==> src/rtl/trng_conditioner_if.sv <==
// trng_conditioner_if: sample input, FIFO output handshake and status signals
// of the entropy conditioner. The conditioner takes the slave modport. The
// producer/consumer side (sampler plus post-processing) takes the master modport.
// When TRNG_COND_RAW_BYPASS_EN is defined, the interface also carries i_raw_mode.
interface trng_conditioner_if #(
  parameter int NSRC       = 1,
  parameter int SRC_WIDTH  = 32,
  parameter int OUT_WIDTH  = 8,
  parameter int FIFO_DEPTH = 16
);
  logic                          i_sample_valid;
  logic [NSRC*SRC_WIDTH-1:0]     i_sampled;
  logic [OUT_WIDTH-1:0]          o_dat;
  logic                          o_valid;
  logic                          i_ready;
  logic [$clog2(FIFO_DEPTH):0]   o_level;
  logic                          o_warm;
  logic                          o_alarm;
  logic [7:0]                    o_drop_cnt;
`ifdef TRNG_COND_RAW_BYPASS_EN
  logic                          i_raw_mode;

  modport master (
    output i_sample_valid, i_sampled, i_ready, i_raw_mode,
    input  o_dat, o_valid, o_level, o_warm, o_alarm, o_drop_cnt
  );
  modport slave (
    input  i_sample_valid, i_sampled, i_ready, i_raw_mode,
    output o_dat, o_valid, o_level, o_warm, o_alarm, o_drop_cnt
  );
`else
  modport master (
    output i_sample_valid, i_sampled, i_ready,
    input  o_dat, o_valid, o_level, o_warm, o_alarm, o_drop_cnt
  );
  modport slave (
    input  i_sample_valid, i_sampled, i_ready,
    output o_dat, o_valid, o_level, o_warm, o_alarm, o_drop_cnt
  );
`endif
endinterface

==> src/rtl/trng_conditioner.sv <==
// trng_conditioner: folds raw entropy samples into CRC-compressed words and
// applies the warm-up discard and the repetition-count health test. Accepted
// words are buffered in a FIFO for a valid/ready consumer.
// Optional feature macro: TRNG_COND_RAW_BYPASS_EN. It adds raw mode, where
// each sample's low OUT_WIDTH bits become a word directly.
//
// state      | meaning
// ST_WARMUP  | completed words are health-tested, then discarded
// ST_RUN     | completed words are health-tested, then pushed to the FIFO
// ST_ALARM   | health test tripped; sampling frozen, FIFO empty, until reset
module trng_conditioner #(
  parameter int                   NSRC            = 1,
  parameter int                   SRC_WIDTH       = 32,
  parameter int                   OUT_WIDTH       = 8,
  parameter logic [OUT_WIDTH-1:0] POLY            = 8'h07,
  parameter int                   SAMPLES_PER_OUT = 1,
  parameter int                   WARMUP          = 16,
  parameter int                   RCT_CUTOFF      = 8,
  parameter int                   FIFO_DEPTH      = 16
) (
  input logic               i_clk,
  input logic               i_reset,
  trng_conditioner_if.slave bus
);
  localparam int IN_W  = NSRC * SRC_WIDTH;
  localparam int CNT_W = (SAMPLES_PER_OUT > 1) ? $clog2(SAMPLES_PER_OUT) : 1;
  localparam int RUN_W = $clog2(RCT_CUTOFF + 1);
  localparam int WRM_W = (WARMUP > 1) ? $clog2(WARMUP) : 1;
  localparam int PTR_W = (FIFO_DEPTH > 1) ? $clog2(FIFO_DEPTH) : 1;
  localparam int LVL_W = $clog2(FIFO_DEPTH) + 1;

  localparam logic [CNT_W-1:0] CNT_LAST = CNT_W'(SAMPLES_PER_OUT - 1);
  localparam logic [RUN_W-1:0] RUN_TRIP = RUN_W'(RCT_CUTOFF);
  localparam logic [WRM_W-1:0] WRM_LAST = WRM_W'((WARMUP > 0) ? WARMUP - 1 : 0);
  localparam logic [PTR_W-1:0] PTR_LAST = PTR_W'(FIFO_DEPTH - 1);
  localparam logic [LVL_W-1:0] LVL_FULL = LVL_W'(FIFO_DEPTH);

  typedef enum logic [1:0] {ST_WARMUP, ST_RUN, ST_ALARM} state_t;

  state_t               state_q, state_d;
  logic                 warm_q;
  logic [WRM_W-1:0]     warm_cnt_q;
  logic [CNT_W-1:0]     cnt_q, cnt_base;
  logic [OUT_WIDTH-1:0] crc_q, crc_base, crc_new;
  logic [OUT_WIDTH-1:0] prev_q, word;
  logic                 have_prev_q;
  logic [RUN_W-1:0]     run_q, run_new;
  logic                 raw_mode, mode_chg;
  logic                 accept, word_done, trip;
  logic                 push_req, warm_inc;
  logic                 pop, push_ok, drop, full;
  logic [PTR_W-1:0]     rd_ptr, wr_ptr;
  logic [LVL_W-1:0]     count_q;
  logic [7:0]           drop_q;
  logic [OUT_WIDTH-1:0] mem [FIFO_DEPTH];

  // MSB-first bit-serial CRC over one whole sample, continuing from c_in
  function automatic logic [OUT_WIDTH-1:0] crc_fold(input logic [OUT_WIDTH-1:0] c_in,
                                                    input logic [IN_W-1:0] d);
    logic [OUT_WIDTH-1:0] c;
    logic                 fb;
    c = c_in;
    for (int i = IN_W - 1; i >= 0; i--) begin
      fb = c[OUT_WIDTH-1] ^ d[i];
      c  = (c << 1) ^ (fb ? POLY : '0);
    end
    return c;
  endfunction

`ifdef TRNG_COND_RAW_BYPASS_EN
  logic raw_q;
  assign raw_mode = bus.i_raw_mode;
  assign mode_chg = raw_mode ^ raw_q;

  // remember the previous mode so a change can discard the partial word
  always_ff @(posedge i_clk) begin
    if (i_reset) raw_q <= 1'b0;
    else         raw_q <= raw_mode;
  end
`else
  assign raw_mode = 1'b0;
  assign mode_chg = 1'b0;
`endif

  // word assembly and repetition-count evaluation for the current sample
  always_comb begin
    cnt_base  = mode_chg ? '0 : cnt_q;
    crc_base  = mode_chg ? '0 : crc_q;
    accept    = bus.i_sample_valid & (state_q != ST_ALARM);
    crc_new   = crc_fold(crc_base, bus.i_sampled);
    word_done = accept & (raw_mode | (cnt_base == CNT_LAST));
    word      = raw_mode ? bus.i_sampled[OUT_WIDTH-1:0] : crc_new;
    run_new   = (have_prev_q && (word == prev_q)) ? run_q + 1'b1 : RUN_W'(1);
    trip      = word_done & (run_new >= RUN_TRIP);
  end

  // next state plus the word disposition (discard during warm-up, push when running)
  always_comb begin
    state_d  = state_q;
    push_req = 1'b0;
    warm_inc = 1'b0;
    case (state_q)
      ST_WARMUP: begin
        if (trip) begin
          state_d = ST_ALARM;
        end else if (word_done) begin
          warm_inc = 1'b1;
          if (warm_cnt_q == WRM_LAST) state_d = ST_RUN;
        end
      end
      ST_RUN: begin
        if (trip) state_d = ST_ALARM;
        else      push_req = word_done;
      end
      default: state_d = ST_ALARM;
    endcase
  end

  // state register, warm-up progress and the sampling/health-test history
  always_ff @(posedge i_clk) begin
    if (i_reset) begin
      state_q     <= (WARMUP == 0) ? ST_RUN : ST_WARMUP;
      warm_q      <= (WARMUP == 0);
      warm_cnt_q  <= '0;
      cnt_q       <= '0;
      crc_q       <= '0;
      prev_q      <= '0;
      have_prev_q <= 1'b0;
      run_q       <= '0;
    end else begin
      state_q <= state_d;
      if (state_q == ST_WARMUP && state_d == ST_RUN) warm_q <= 1'b1;
      if (warm_inc) warm_cnt_q <= warm_cnt_q + 1'b1;
      if (accept) begin
        if (word_done) begin
          cnt_q <= '0;
          crc_q <= '0;
        end else begin
          cnt_q <= cnt_base + 1'b1;
          crc_q <= crc_new;
        end
      end else if (mode_chg) begin
        cnt_q <= '0;
        crc_q <= '0;
      end
      if (word_done) begin
        prev_q      <= word;
        have_prev_q <= 1'b1;
        run_q       <= run_new;
      end
    end
  end

  assign full    = (count_q == LVL_FULL);
  assign pop     = bus.o_valid & bus.i_ready;
  assign push_ok = push_req & (~full | pop);
  assign drop    = push_req & ~push_ok;

  // FIFO pointers and occupancy; an alarm empties the FIFO
  always_ff @(posedge i_clk) begin
    if (i_reset || trip) begin
      rd_ptr  <= '0;
      wr_ptr  <= '0;
      count_q <= '0;
    end else begin
      if (push_ok) wr_ptr <= (wr_ptr == PTR_LAST) ? '0 : wr_ptr + 1'b1;
      if (pop)     rd_ptr <= (rd_ptr == PTR_LAST) ? '0 : rd_ptr + 1'b1;
      case ({push_ok, pop})
        2'b10:   count_q <= count_q + 1'b1;
        2'b01:   count_q <= count_q - 1'b1;
        default: count_q <= count_q;
      endcase
    end
  end

  // FIFO storage, no reset needed since reads are gated by occupancy
  always_ff @(posedge i_clk) begin
    if (push_ok) mem[wr_ptr] <= word;
  end

  // saturating count of words lost to a full FIFO
  always_ff @(posedge i_clk) begin
    if (i_reset)                     drop_q <= '0;
    else if (drop && drop_q != 8'hFF) drop_q <= drop_q + 1'b1;
  end

  assign bus.o_dat      = (count_q != '0) ? mem[rd_ptr] : '0;
  assign bus.o_valid    = (count_q != '0) & (state_q != ST_ALARM);
  assign bus.o_level    = count_q;
  assign bus.o_warm     = warm_q;
  assign bus.o_alarm    = (state_q == ST_ALARM);
  assign bus.o_drop_cnt = drop_q;
endmodule

==> src/flat_wrapper.sv <==
// flat-port wrapper written by rule: the top's interface ports become plain ports
module trng_conditioner_flat 
#(
  parameter int                   NSRC            = 1,
  parameter int                   SRC_WIDTH       = 32,
  parameter int                   OUT_WIDTH       = 8,
  parameter logic [OUT_WIDTH-1:0] POLY            = 8'h07,
  parameter int                   SAMPLES_PER_OUT = 1,
  parameter int                   WARMUP          = 16,
  parameter int                   RCT_CUTOFF      = 8,
  parameter int                   FIFO_DEPTH      = 16
)
  (i_clk, i_reset, bus_i_sample_valid, bus_i_sampled, bus_i_ready, bus_o_dat, bus_o_valid, bus_o_level, bus_o_warm, bus_o_alarm, bus_o_drop_cnt);
  trng_conditioner_if #(.NSRC(NSRC), .SRC_WIDTH(SRC_WIDTH), .OUT_WIDTH(OUT_WIDTH), .FIFO_DEPTH(FIFO_DEPTH)) bus_i ();
  input logic i_clk;
  input logic i_reset;
  input wire logic [$bits(bus_i.i_sample_valid)-1:0] bus_i_sample_valid;
  input wire logic [$bits(bus_i.i_sampled)-1:0] bus_i_sampled;
  input wire logic [$bits(bus_i.i_ready)-1:0] bus_i_ready;
  output wire logic [$bits(bus_i.o_dat)-1:0] bus_o_dat;
  output wire logic [$bits(bus_i.o_valid)-1:0] bus_o_valid;
  output wire logic [$bits(bus_i.o_level)-1:0] bus_o_level;
  output wire logic [$bits(bus_i.o_warm)-1:0] bus_o_warm;
  output wire logic [$bits(bus_i.o_alarm)-1:0] bus_o_alarm;
  output wire logic [$bits(bus_i.o_drop_cnt)-1:0] bus_o_drop_cnt;
  assign bus_i.i_sample_valid = bus_i_sample_valid;
  assign bus_i.i_sampled = bus_i_sampled;
  assign bus_i.i_ready = bus_i_ready;
  assign bus_o_dat = bus_i.o_dat;
  assign bus_o_valid = bus_i.o_valid;
  assign bus_o_level = bus_i.o_level;
  assign bus_o_warm = bus_i.o_warm;
  assign bus_o_alarm = bus_i.o_alarm;
  assign bus_o_drop_cnt = bus_i.o_drop_cnt;
  trng_conditioner #(.NSRC(NSRC), .SRC_WIDTH(SRC_WIDTH), .OUT_WIDTH(OUT_WIDTH), .POLY(POLY), .SAMPLES_PER_OUT(SAMPLES_PER_OUT), .WARMUP(WARMUP), .RCT_CUTOFF(RCT_CUTOFF), .FIFO_DEPTH(FIFO_DEPTH)) u_core (.i_clk(i_clk), .i_reset(i_reset), .bus(bus_i));
endmodule
==> config.mk <==
export PLATFORM = sky130hd
export DESIGN_NAME = trng_conditioner_flat
export DESIGN_NICKNAME = d
export VERILOG_FILES = /design/src/rtl/trng_conditioner_if.sv /design/src/rtl/trng_conditioner.sv /design/src/flat_wrapper.sv
export SDC_FILE = /design/constraint.sdc
export NUM_CORES = 1
export LEC_CHECK = 0
export ABC_AREA = 1
export CORE_ASPECT_RATIO = 1.4
export CORE_UTILIZATION = 30
export DETAILED_ROUTE_END_ITERATION = 6
export GPL_ROUTABILITY_DRIVEN = 0
export SYNTH_ARGS = -nofsm -noshare
export SYNTH_HDL_FRONTEND = slang
export SYNTH_SLANG_ARGS = --single-unit
==> constraint.sdc <==
create_clock -name i_clk -period 6 [get_ports i_clk]
set_input_delay 1.5 -clock i_clk [delete_from_list [all_inputs] [get_ports i_clk]]
set_output_delay 1.5 -clock i_clk [all_outputs]
set_load 0.02 [all_outputs]
# Word-level counts from Yosys, hierarchy flattened
# Memory sizes are Yosys's and may differ from the RTL's. A register that Yosys moved wholly into a read port is not among the register bits.
# Index checks and enable logic that the tools add are counted.
dict set report word_totals {
  ram_bits 128
  register_bits 50
  elab_cells 169
  out_inout_bits 24
  inputBits 36
  memories 1
}
dict set report op_classes {
  n_lt_le_gt_ge 1
  reduce_logical 7
  bitwise_logic 75
  mux 53
  eq_ne 12
  addsub 8
}
# memory words width rd rd_clocked_by_memory_dff write_ports line_no
set mem_list {}
lappend mem_list {u_core.mem 16 8 1 1 1 trng_conditioner.sv:55} ;# logic [OUT_WIDTH-1:0] mem [FIFO_DEPTH];
# cell count
set ops {}
lappend ops {{8-bit bitwise XOR} 32}
lappend ops {{3-bit 2-to-1 mux} 32}
lappend ops {{1-bit bitwise XOR} 32}
lappend ops {{4-bit 2-to-1 mux} 5}
lappend ops {{4-bit by 1-bit adder with 4-bit output (second input constant)} 4}
lappend ops {{8-bit 2-to-1 mux} 2}
lappend ops {{4-bit == test (second input constant)} 3}
lappend ops {{5-bit one-hot mux with 2 select lines} 1}
lappend ops {{8-bit by 1-bit adder with 8-bit output (second input constant)} 1}
lappend ops {{8-bit == test} 1}
lappend ops {{1-bit 2-to-1 mux} 8}
lappend ops {{2-bit 2-to-1 mux} 4}
lappend ops {{8-bit != test (second input constant)} 1}
lappend ops {{1-bit AND} 7}
lappend ops {{2-bit by 1-bit == test with 1-bit output (second input constant)} 3}
lappend ops {{5-bit by 1-bit adder with 5-bit output (second input constant)} 1}
lappend ops {{5-bit == test (second input constant)} 1}
lappend ops {{5-bit nonzero test} 1}
lappend ops {{5-bit by 1-bit subtractor with 5-bit output (second input constant)} 1}
lappend ops {{2-bit == test (second input constant)} 2}
lappend ops {{4-bit greater-or-equal comparator (second input constant)} 1}
lappend ops {{2-bit one-hot mux with 2 select lines} 1}
lappend ops {{1-bit logical AND} 3}
lappend ops {{1-bit NOT} 3}
lappend ops {{6 further kinds} 6}

# Depth between registers and ports, before layout
# Gate-level depths: netlist (run 1).
dict set report depth {
  ltp_word 107
  depth_mapped 43
  ltp_nobuf 43
}

# Least setup slack after synthesis (run 1)
# OpenSTA, ideal clock, no wires.
dict set report synth_path {
  kind {input-to-reg}
  start {in bus_i_sampled[29]}
  end {mem u_core.mem[0][0] (enable)}
  path_buffers 2
  setup_time_ns 0.383
  stages 33
  required_time_ns 5.617
  arrival_time_ns 4.818
  setup_slack_ns 0.799
  path_cell_list {inv_1 nand2_1 nand2_2 nand2_1 nand2_2 nand2_2 nand2_2 nand2_2 nand2_2 nand3_1 nand2_2 inv_2 nand2_1 nand2_2 nand2_4 nand2_4 nand2_4 nand2_2 nand2_2 nand3_2 nand2_4 nand2_2 nand2_2 nand2_2 nand2_2 nor2_4 nand4_4 inv_2 nor2_4 nand3_2 buf_2 buf_2 nor3_1}
}
dict set report synth_between {
  elab_chain_cells 50
  word_cells_on_any_way 82
  classes_between {1 x order compare; 1 x eq/ne; 26 x mux; 53 x bitwise; 1 x reduce/logical}
}
# element line_no
set synth_rtl {}
lappend synth_rtl {{start, declared} flat_wrapper.sv:18} ;# input wire logic [$bits(bus_i.i_sampled)-1:0] bus_i_sampled;
lappend synth_rtl {{1-bit bitwise XOR (*)} trng_conditioner.sv:64} ;# fb = c[OUT_WIDTH-1] ^ d[i];
lappend synth_rtl {{3-bit 2-to-1 mux (*)} trng_conditioner.sv:65} ;# c = (c << 1) ^ (fb ? POLY : '0);
lappend synth_rtl {{8-bit bitwise XOR (*) (6 in a row)} trng_conditioner.sv:65}
lappend synth_rtl {{1-bit bitwise XOR or 8-bit bitwise XOR (tied branches)} {trng_conditioner.sv:64, trng_conditioner.sv:65}}
lappend synth_rtl {{3-bit 2-to-1 mux (tied with other cells)} trng_conditioner.sv:65}
lappend synth_rtl {{8-bit bitwise XOR (*) (7 in a row)} trng_conditioner.sv:65}
lappend synth_rtl {{1-bit bitwise XOR or 8-bit bitwise XOR (tied branches)} {trng_conditioner.sv:64, trng_conditioner.sv:65}}
lappend synth_rtl {{3-bit 2-to-1 mux (tied with other cells)} trng_conditioner.sv:65}
lappend synth_rtl {{[... 21 more ...]} -}
lappend synth_rtl {{via u_core.crc_new[0]} trng_conditioner.sv:44} ;# logic [OUT_WIDTH-1:0] crc_q, crc_base, crc_new;
lappend synth_rtl {{[... 2 more ...]} -}
lappend synth_rtl {{4-bit 2-to-1 mux (*)} trng_conditioner.sv:93} ;# run_new = (have_prev_q && (word == prev_q)) ? run_q + 1'b1 : RUN_W'(1);
lappend synth_rtl {{4-bit greater-or-equal comparator (*)} trng_conditioner.sv:94} ;# trip = word_done & (run_new >= RUN_TRIP);
lappend synth_rtl {{1-bit AND (*)} trng_conditioner.sv:94}
lappend synth_rtl {{1-bit 2-to-1 mux (*)} trng_conditioner.sv:112} ;# if (trip) state_d = ST_ALARM;
lappend synth_rtl {{1-bit 2-to-1 mux (*)} trng_conditioner.sv:102} ;# case (state_q)
lappend synth_rtl {{1-bit AND (*)} trng_conditioner.sv:156} ;# assign push_ok = push_req & (~full | pop);
lappend synth_rtl {{1-bit 2-to-1 mux (*)} trng_conditioner.sv:178} ;# if (push_ok) mem[wr_ptr] <= word;
lappend synth_rtl {{1-bit 2-to-1 mux (not written as such) (*)} trng_conditioner.sv:178}
lappend synth_rtl {{end, declared} trng_conditioner.sv:55}
# Mark *: on every way through the listed nets, which the timed path passes. The rest lies on a longest branch.

# Worst setup path after layout (run 1)
dict set report layout_path {
  start {in bus_i_sampled[31]}
  end {reg u_core.count_q[4], in the netlist u_core.bus.o_level[4]}
}
dict set report layout_between {
  elab_chain_cells 54
  word_cells_on_any_way 91
  classes_between {1 x order compare; 3 x eq/ne; 27 x mux; 57 x bitwise; 3 x reduce/logical}
}
# element line_no
set layout_rtl {}
lappend layout_rtl {{1-bit bitwise XOR (*)} trng_conditioner.sv:64}
lappend layout_rtl {{3-bit 2-to-1 mux (*)} trng_conditioner.sv:65}
lappend layout_rtl {{8-bit bitwise XOR (*) (6 in a row)} trng_conditioner.sv:65}
lappend layout_rtl {{1-bit bitwise XOR or 8-bit bitwise XOR (tied branches)} {trng_conditioner.sv:64, trng_conditioner.sv:65}}
lappend layout_rtl {{3-bit 2-to-1 mux or 1-bit bitwise XOR (tied branches)} {trng_conditioner.sv:65, trng_conditioner.sv:64}}
lappend layout_rtl {{8-bit bitwise XOR (*) (6 in a row)} trng_conditioner.sv:65}
lappend layout_rtl {{1-bit bitwise XOR or 8-bit bitwise XOR (tied branches)} {trng_conditioner.sv:64, trng_conditioner.sv:65}}
lappend layout_rtl {{3-bit 2-to-1 mux or 1-bit bitwise XOR (tied branches)} {trng_conditioner.sv:65, trng_conditioner.sv:64}}
lappend layout_rtl {{[... 28 more ...]} -}
lappend layout_rtl {{4-bit 2-to-1 mux (*)} trng_conditioner.sv:93}
lappend layout_rtl {{4-bit greater-or-equal comparator (*)} trng_conditioner.sv:94}
lappend layout_rtl {{1-bit AND (*)} trng_conditioner.sv:94}
lappend layout_rtl {{1-bit 2-to-1 mux} trng_conditioner.sv:112}
lappend layout_rtl {{1-bit 2-to-1 mux} trng_conditioner.sv:102}
lappend layout_rtl {{1-bit AND} trng_conditioner.sv:156}
lappend layout_rtl {{2-bit by 1-bit == test with 1-bit output or 2-bit == test (tied branches)} trng_conditioner.sv:168} ;# case ({push_ok, pop})
lappend layout_rtl {{5-bit one-hot mux with 2 select lines or 2-bit nonzero test (tied branches)} -}
lappend layout_rtl {{end signal, assigned} trng_conditioner.sv:169} ;# 2'b10: count_q <= count_q + 1'b1;
lappend layout_rtl {{end signal, assigned} trng_conditioner.sv:170} ;# 2'b01: count_q <= count_q - 1'b1;
lappend layout_rtl {{end signal, assigned} trng_conditioner.sv:171} ;# default: count_q <= count_q;
lappend layout_rtl {{end, declared} trng_conditioner.sv:53} ;# logic [LVL_W-1:0] count_q;
# Mark *: on every way between the ends. The rest lies on a longest branch, timed or not.
# A chain may end at the register's enable or synchronous reset.

==> results of run 1 <==
==> metrics by stage <==
step,cells,area (µm²)
after global placement,1565,10770
after CTS,1597,11340
final,1597,11340
after floorplan,1116,9609
after detailed placement,1565,10770
after global routing,1597,11340
==> cell type report <==
class	instances	area [µm²]	area share
Clock buffer	18	429.2	0.03785
Inverter	121	454.2	0.04006
Sequential cell	182	4926	0.4345
Multi-Input combinational cell	782	4110	0.3625
Clock inverter	14	138.9	0.01225
Timing Repair Buffer	85	785.8	0.06930
Tap cell	395	494.2	0.04359
==> path summary, 6_finish.rpt <==
path,startpoint,slack (ns),cells after the start,to
worst max-delay path,bus_i_sampled[31],0.76,38,u_core.bus.o_level[4]
worst min-delay path,u_core.have_prev_q,0.47,1,u_core.have_prev_q
worst max register to register,u_core.crc_base[4],1.94,37,u_core.bus.o_level[4]
worst min register to register,u_core.have_prev_q,0.47,1,u_core.have_prev_q
==> report_power, final <==
part	internal, mW	switching (mW)
sequential	1.62	0.0386
combinational	0.496	1.19
clock	0.551	0.519
total	2.67	1.74
==> worst max-delay path: cells and delay by family <==
family,cells,cell delay [ns]
buffers and inverters,5,0.84
AND/OR/NAND/NOR,31,2.86
adder cells (fa/ha/maj),1,0.28
AO/OA/AOI/OAI,1,0.06
==> state kept, by name, summed over array words and instances, names as in the netlist, 2 cells and up, named ones only <==
name / flops
u_core.bus.o_drop_cnt: 8
u_core.bus.o_level: 5
u_core.crc_base: 8
u_core.mem: 128
u_core.prev_q: 8
u_core.rd_ptr: 4
u_core.run_q: 4
u_core.state_q: 2
u_core.warm_cnt_q: 4
u_core.wr_ptr: 4
==> metal layers <==
metal  routed length (µm)  global-route usage
met3                  668             0.01981
met2                12580              0.2839
met1                 9724              0.1662
met5                    0                   0
met4                  705             0.06792
==> placed cells by master (no fill, tap or decap), types with 2 or more instances in the layout <==
| master | count |
|---|---|
| clkinv_8 | 2 |
| o21ai_1 | 2 |
| a21oi_1 | 41 |
| nor2_1 | 106 |
| inv_8 | 3 |
| nand2_2 | 73 |
| edfxtp_1 | 128 |
| nor2_4 | 3 |
| o21a_1 | 3 |
| nand3b_1 | 6 |
| nand4_1 | 4 |
| buf_4 | 26 |
| o221ai_1 | 22 |
| o21ai_0 | 86 |
| ha_1 | 10 |
| nor3b_1 | 2 |
| xor2_1 | 10 |
| nand2_4 | 15 |
| dfxtp_1 | 53 |
| inv_4 | 2 |
| nor2_2 | 6 |
| inv_1 | 102 |
| inv_6 | 2 |
| nor3_1 | 22 |
| clkbuf_16 | 17 |
| nand3_2 | 19 |
| a211oi_1 | 3 |
| inv_2 | 18 |
| o22ai_1 | 10 |
| clkdlybuf4s50_1 | 59 |
| nand3_1 | 87 |
| xnor2_1 | 4 |
| clkinv_4 | 4 |
| nand2_1 | 238 |
==> logic make-up after synthesis <==
logic type	Yosys count
and+or+nand+nor	587
DFF	182
AOI/OAI and AO/OA	171
buffers and inverters	152
adders and majority gates	10
xor gates and xnor gates	14
==> cells in the mapped netlist, types with 2 or more instances <==
library cell    n  area [µm²]
dfxtp_1        54        1081
nor2_4          3       33.78
xor2_1         10       87.58
nor3_1         22       110.1
a211oi_1        3       22.52
edfxtp_1      128        3844
nand2_1       238       893.4
o21a_1          3       22.52
nand2_2        73       456.7
o21ai_1         2       10.01
a21oi_1        41       205.2
ha_1           10       125.1
buf_2           3       15.01
nand2_4        15       168.9
nand3_1        87       435.4
nand3b_1        6       45.04
inv_2          18       67.56
o21ai_0        86       430.4
nand3_2        19       190.2
nor2_1        106       397.9
clkbuf_1       28       105.1
o221ai_1       22       192.7
inv_1         102       382.9
nor2_2          6       37.54
nand4_1         4       25.02
xnor2_1         4       35.03
o22ai_1        10       62.56
nor3b_1         2       15.01
==> flow_metrics.env, run 1 <==
export IMPL_synth_compound_area_frac=0.1017
export IMPL_dp_hpwl_um=16650
export IMPL_grt_max_degree=65
export IMPL_synthMuxAreaShare=0
export IMPL_ys_warn_count=0
export IMPL_grt_overflow_total=0
export IMPL_insertion_delay_ns=0.43
export IMPL_initial_utilization=0.3041
export IMPL_setup_viol=0
export IMPL_holdWs_ns=0.4741
export IMPL_ys_seq_area_frac=0.5125
export IMPL_ys_ff_latch=182
export IMPL_grtUsageTotal=0.1498
export IMPL_crit_path_end_kind="flip-flop"
export IMPL_ctsHoldBuffers=0
export IMPL_die_w_um=153.3
export IMPL_post_route_period_util=0.8740
export IMPL_vdd_drop_max_mv=0.2000
export IMPL_dr_total_vias=7738
export IMPL_cpMaxStageDelayCell="clkdlybuf4s50_1"
export IMPL_tritoncts="done"
export IMPL_critical_path_required_ns=6.32
export IMPL_finalHoldViolations=0
export IMPL_power_mw=4.414
export IMPL_worstSetupPathType="input port to flip-flop"
export IMPL_ant_nets=0
export IMPL_antenna_found_initial=0
export IMPL_cts_buffer_depth=2
export IMPL_htree_num_levels=4
export IMPL_fin_util=0.3588
export IMPL_cp_arrival_ns=5.56
export IMPL_n_fill_cell=3212
export IMPL_numCtsBuffers=17
export IMPL_first_pass_iters=5
export IMPL_cts_setup_buffers=0
export IMPL_wl_per_cell_um=14.82
export IMPL_worst_slew_pin_slew_ns=0.9693
export IMPL_maxSlewViolCount=0
export IMPL_synthFlopType="edfxtp_1"
export IMPL_hp_class="flip-flop to flip-flop"
export IMPL_first_global_vias=7682
export IMPL_io_pin_count=60
export IMPL_yosys_area_share_simple=0.3003
export IMPL_synthesis_area_um2=9609
export IMPL_tns_ns=0
export IMPL_status="complete, no violations"
export IMPL_clk_pin_slew_ns=0.07
export IMPL_timing_final_ws_setup_ns=0.7558
export IMPL_path_common_cell="nand2_1"
export IMPL_post_cts_resized=0
export IMPL_drc=0
export IMPL_avgViaCountPerCell=4.845
export IMPL_synth_edf_count=128
export IMPL_drt_initial_drc_count=437
export IMPL_slew_headroom=0.3518
export IMPL_synth_xor_area_frac=0.01276
export IMPL_io_buffers=59
export IMPL_synthCells=1116
export IMPL_nNetsFinal=1235
export IMPL_grt_pass1_wl_um=38460
export IMPL_cp_start_kind="input port"
export IMPL_syn2layout_area_growth_pct=18.00
export IMPL_fin_skew_ns=0.01066
export IMPL_cts_sinks=182
export IMPL_clock_fmax_mhz=190.7
export IMPL_syn_num_nets=1162
export IMPL_crit_fanout=6
export IMPL_syn_avg_cell_area_um2=8.610
export IMPL_power_density_nw_per_um2=389.3
export IMPL_postSynth_asyncResetShare=0
export IMPL_slowest_delay_ns=0.50
export IMPL_maxCapViolations=0
export IMPL_fin_crit_ns=5.244
export IMPL_synth_top_family_by_area="simple AND/OR/NAND/NOR gates"
export IMPL_synth_fa_ha_area_frac=0.01302
export IMPL_rsz0062_at_grt="false"
export IMPL_finalWirelength_um=23680
export IMPL_drive_gt1_frac=0.1622
export IMPL_root_buffer="clkbuf_16"
export IMPL_dieArea_um2=32760
export IMPL_coreArea_um2=31600
export IMPL_n_antenna_cell=0
export IMPL_p_leak_nw=4.523
export IMPL_yosysUniqueCellTypes=39
export IMPL_pre_cts_slack_ns=0.3532
export IMPL_num_rows=77
export IMPL_die_h_um=213.8
Note: power is estimated with default switching activity, not from simulation.
==> inputs of run 2 (changes only) <==
CORE_MARGIN = 5   (was default)
clock period = 5.9 ns   (was 6 ns; I/O delays follow)
==> flow_metrics.env, run 2 (synthesis results as in run 1) <==
export IMPL_cpMaxStageDelayCell="clkdlybuf4s50_1"
export IMPL_cts_buffer_depth=2
export IMPL_drc=0
export IMPL_worstSetupPathType="input port to flip-flop"
export IMPL_final_cell_mix="nand2_1, edfxtp_1, nor2_1"
export IMPL_place_inst=1567
export IMPL_grt_max_degree=65
export IMPL_fin_crit_ns=5.204
export IMPL_crit_fanout=21
export IMPL_grtUsageTotal=0.1313
export IMPL_n_antenna_cell=0
export IMPL_crit_path_end_kind="flip-flop"
export IMPL_initial_utilization=0.3041
export IMPL_top_register="u_core.mem"
export IMPL_io_buffers=59
export IMPL_root_buffer="clkbuf_16"
export IMPL_power_mw=4.579
export IMPL_wl_per_cell_um=14.62
export IMPL_vdd_drop_max_mv=0.2225
export IMPL_rsz0062_at_grt="false"
export IMPL_numCtsBuffers=17
export IMPL_grt_pass1_wl_um=37710
export IMPL_slowest_delay_ns=0.50
export IMPL_post_cts_resized=0
export IMPL_die_h_um=221.8
export IMPL_first_pass_iters=5
export IMPL_cts_sinks=182
export IMPL_fin_util=0.3609
export IMPL_finalWirelength_um=23370
export IMPL_clk_pin_slew_ns=0.07
export IMPL_drive_gt1_frac=0.1628
export IMPL_insertion_delay_ns=0.43
export IMPL_worst_slew_pin_slew_ns=1.006
export IMPL_status="complete, no violations"
export IMPL_antenna_found_initial=0
export IMPL_ant_nets=0
export IMPL_drt_initial_drc_count=435
export IMPL_pre_cts_slack_ns=0.2499
export IMPL_first_global_vias=7518
export IMPL_dieArea_um2=35760
export IMPL_p_leak_nw=4.556
export IMPL_hp_class="flip-flop to flip-flop"
export IMPL_fin_skew_ns=0.008591
export IMPL_post_route_period_util=0.8820
export IMPL_dp_hpwl_um=16720
export IMPL_finalHoldViolations=0
export IMPL_fin_cells=1599
export IMPL_slew_headroom=0.3270
export IMPL_maxSlewViolCount=0
export IMPL_num_rows=77
export IMPL_final_common_cell="nand2_1"
export IMPL_syn2layout_area_growth_pct=18.70
export IMPL_timing_final_ws_setup_ns=0.6961
export IMPL_io_pin_count=60
export IMPL_grt_overflow_total=0
export IMPL_design_area_um2=11410
export IMPL_die_w_um=161.3
export IMPL_maxCapViolations=0
export IMPL_tns_ns=0
export IMPL_cp_arrival_ns=5.52
export IMPL_path_common_cell="nand2_2"
export IMPL_power_density_nw_per_um2=401.5
export IMPL_cts_setup_buffers=0
export IMPL_setup_viol=0
export IMPL_holdWs_ns=0.4691
export IMPL_place_area_um2=10790
export IMPL_nNetsFinal=1237
export IMPL_largest_reg_flops=128
export IMPL_dr_total_vias=7713
export IMPL_ctsHoldBuffers=0
export IMPL_cp_start_kind="input port"
export IMPL_critical_path_required_ns=6.22
export IMPL_htree_num_levels=4
export IMPL_coreArea_um2=31600
export IMPL_clock_fmax_mhz=192.2
export IMPL_avgViaCountPerCell=4.824
export IMPL_tritoncts="done"
[run 2: per-layer routing]
metal,part of all wire,wire length [µm],vias up,track usage
met4,0.034,800,0,0.05865
met2,0.52,12080,159,0.2379
met3,0.045,1055,48,0.02622
met1,0.40,9433,3603,0.1482
met5,0,0,-,0
li1,-,-,3903,-
[run 2: layout make-up]
| class | count | area [µm²] |
|---|---|---|
| sequential | 182 | 4926 |
| multi-input combinational | 782 | 4110 |
| clock buffer | 18 | 429.2 |
| clock inverter | 14 | 191.4 |
| timing repair buffer | 87 | 800.8 |
| tap | 395 | 494.2 |
| inverter | 121 | 454.2 |
| fill | 3188 | 20190 |
[run 2: final timing paths]
kind	startpoint	to	slack, ns	cells after the start
worst max-delay path	bus_i_sampled[31]	u_core.bus.o_level[4]	0.70	36
worst min-delay path	u_core.cnt_base	u_core.cnt_base	0.47	2
worst max register to register	u_core.crc_base[7]	u_core.bus.o_level[4]	1.87	35
worst min register to register	u_core.cnt_base	u_core.cnt_base	0.47	2
[run 2: report_power, final]
| group | internal (mW) | switching (mW) | total, mW |
|---|---|---|---|
| Combinational | 0.504 | 1.21 | 1.72 |
| Sequential | 1.65 | 0.0369 | 1.69 |
| Clock | 0.681 | 0.495 | 1.18 |
| Total | 2.84 | 1.74 | 4.58 |
[run 2: worst max-delay path, delay by kind of cell]
kind	cells	cell delay (ns)
adders and majority gates	1	0.34
AOI/OAI and AO/OA	2	0.19
buffers and inverters	4	0.67
and+or+nand+nor	29	2.86
==> inputs of run 3 (changes only) <==
CORE_UTILIZATION = 46   (was 30)
==> flow_metrics.env, run 3 (synthesis results as in run 1) <==
export IMPL_status="complete, no violations"
export IMPL_post_cts_resized=0
export IMPL_ant_nets=0
export IMPL_tns_ns=0
export IMPL_drive_gt1_frac=0.1636
export IMPL_dieArea_um2=23920
export IMPL_final_cell_mix="nand2_1, edfxtp_1, nor2_1"
export IMPL_grt_overflow_total=0
export IMPL_cts_sinks=182
export IMPL_ctsHoldBuffers=0
export IMPL_rsz0062_at_grt="false"
export IMPL_n_antenna_cell=0
export IMPL_slowest_delay_ns=0.53
export IMPL_drt_initial_drc_count=462
export IMPL_first_global_vias=7226
export IMPL_syn2layout_area_growth_pct=16.46
export IMPL_coreArea_um2=20560
export IMPL_timing_final_ws_setup_ns=0.6760
export IMPL_worst_slew_pin_slew_ns=0.9377
export IMPL_power_density_nw_per_um2=402.0
export IMPL_antenna_found_initial=0
export IMPL_grt_pass1_wl_um=36690
export IMPL_cp_startpoint="bus_i_sampled[24]"
export IMPL_cp_depth=36
export IMPL_ff2ff_setup_slack_ns=1.85
export IMPL_crit_family="simple AND/OR/NAND/NOR gates"
export IMPL_first_pass_iters=5
export IMPL_critical_path_required_ns=6.23
export IMPL_avgViaCountPerCell=5.197
export IMPL_htree_num_levels=4
export IMPL_initial_utilization=0.4674
export IMPL_fin_crit_ns=5.224
export IMPL_finalWirelength_um=23030
export IMPL_dr_total_vias=7587
export IMPL_hp_class="flip-flop to flip-flop"
export IMPL_pre_cts_slack_ns=0.2566
export IMPL_numCtsBuffers=17
export IMPL_cp_arrival_ns=5.55
export IMPL_grt_max_degree=65
export IMPL_clock_fmax_mhz=191.4
export IMPL_io_pin_count=60
export IMPL_nNetsFinal=1237
export IMPL_cp_start_kind="input port"
export IMPL_root_buffer="clkbuf_16"
export IMPL_largest_reg_flops=128
export IMPL_drc=0
export IMPL_reg2reg_from="u_core.crc_base[6]"
export IMPL_die_h_um=181.0
export IMPL_crit_path_end_kind="flip-flop"
export IMPL_maxCapViolations=0
export IMPL_setup_viol=0
export IMPL_multiInputGateArea_um2=4110
export IMPL_io_buffers=59
export IMPL_worstSetupPathType="input port to flip-flop"
export IMPL_slew_headroom=0.3729
export IMPL_num_rows=62
export IMPL_crit_fanout=21
export IMPL_cts_buffer_depth=2
export IMPL_insertion_delay_ns=0.43
export IMPL_wl_per_cell_um=15.77
export IMPL_n_fill_cell=1901
export IMPL_fin_skew_ns=0.01027
export IMPL_r2r_cells=35
export IMPL_maxSlewViolCount=0
export IMPL_reg2reg_to="u_core.bus.o_level[4]"
export IMPL_grtUsageTotal=0.1920
export IMPL_dp_hpwl_um=16430
export IMPL_post_route_period_util=0.8854
export IMPL_finalHoldViolations=0
export IMPL_die_w_um=132.2
export IMPL_vdd_drop_max_mv=0.2464
export IMPL_top_register="u_core.mem"
export IMPL_clk_pin_slew_ns=0.07
export IMPL_tritoncts="done"
export IMPL_cts_setup_buffers=0
export IMPL_regArea_um2=4926
export IMPL_cp_endpoint="u_core.bus.o_level[4]"
export IMPL_crit_buf_inv=4
export IMPL_final_common_cell="nand2_1"
export IMPL_cpMaxStageDelayCell="clkdlybuf4s50_1"
export IMPL_p_leak_nw=4.534
-- run 3: cell count changes in the layout (fill, tap and decap cells not counted) --
cell and delta:
bufinv_16 -3, inv_6 -1, clkinv_8 +1, clkinv_4 +1
clkinvlp_4 +1, clkinv_2 -1, inv_8 +3, clkinv_1 -1
-- run 3: layout make-up --
class                   instances  area share
flip-flops and latches        182      0.4402
well taps                     256     0.02862
clock buffers                  18     0.03835
repair buffers                 87     0.07156
clock inverters                14     0.01342
multi-input cells             782      0.3673
inverters                     121     0.04059
-- run 3: how the worst min path moves through the flow --
stage / from / end / slack, ns / cells after the start
final: u_core.cnt_base / u_core.cnt_base / 0.47 / 2
after global routing: u_core.have_prev_q / u_core.have_prev_q / 0.48 / 1
after CTS: u_core.cnt_base / u_core.cnt_base / 0.47 / 2
after detailed placement: u_core.have_prev_q / u_core.have_prev_q / 0.46 / 1
after global placement: u_core.have_prev_q / u_core.have_prev_q / 0.45 / 1
after floorplan: u_core.have_prev_q / u_core.have_prev_q / 0.44 / 1
-- run 3: worst register-to-register path, delay by kind of cell (launching register included) --
kind	cells	cell delay, ns
buffers and inverters	3	0.19
AO/OA/AOI/OAI	2	0.20
AND/OR/NAND/NOR	29	2.82
adder cells (fa/ha/maj)	1	0.35
flip-flops	1	0.39
-- run 3: metrics by stage --
stage               std cells  hold slack [ns]  instance area, µm²  total power, mW    util
finish                   1460           0.4691               11190            4.498  0.5444
global route             1460           0.4801               11190            4.759  0.5444
CTS                      1460           0.4707               11190            4.534  0.5444
detailed placement       1428           0.4587               10610            3.434  0.5162
global placement         1428           0.4514               10610            3.413  0.5162
floorplan                1116           0.4410                9609            2.836       -
-- run 3: report_power, final --
part           leakage (nW)  switching [mW]  internal (mW)
logic                  2.66            1.20          0.502
registers              1.59          0.0378           1.65
clock network         0.278           0.540          0.567
total                  4.53            1.78           2.72
-- run 3: routing by layer --
metal | track usage | wire length, µm | vias to the layer above
met5 | 0 | 0 | -
met2 | 0.3562 | 12240 | 110
met3 | 0.02782 | 616 | 28
met4 | 0.07081 | 567 | 0
met1 | 0.2219 | 9600 | 3543
li1 | - | - | 3906
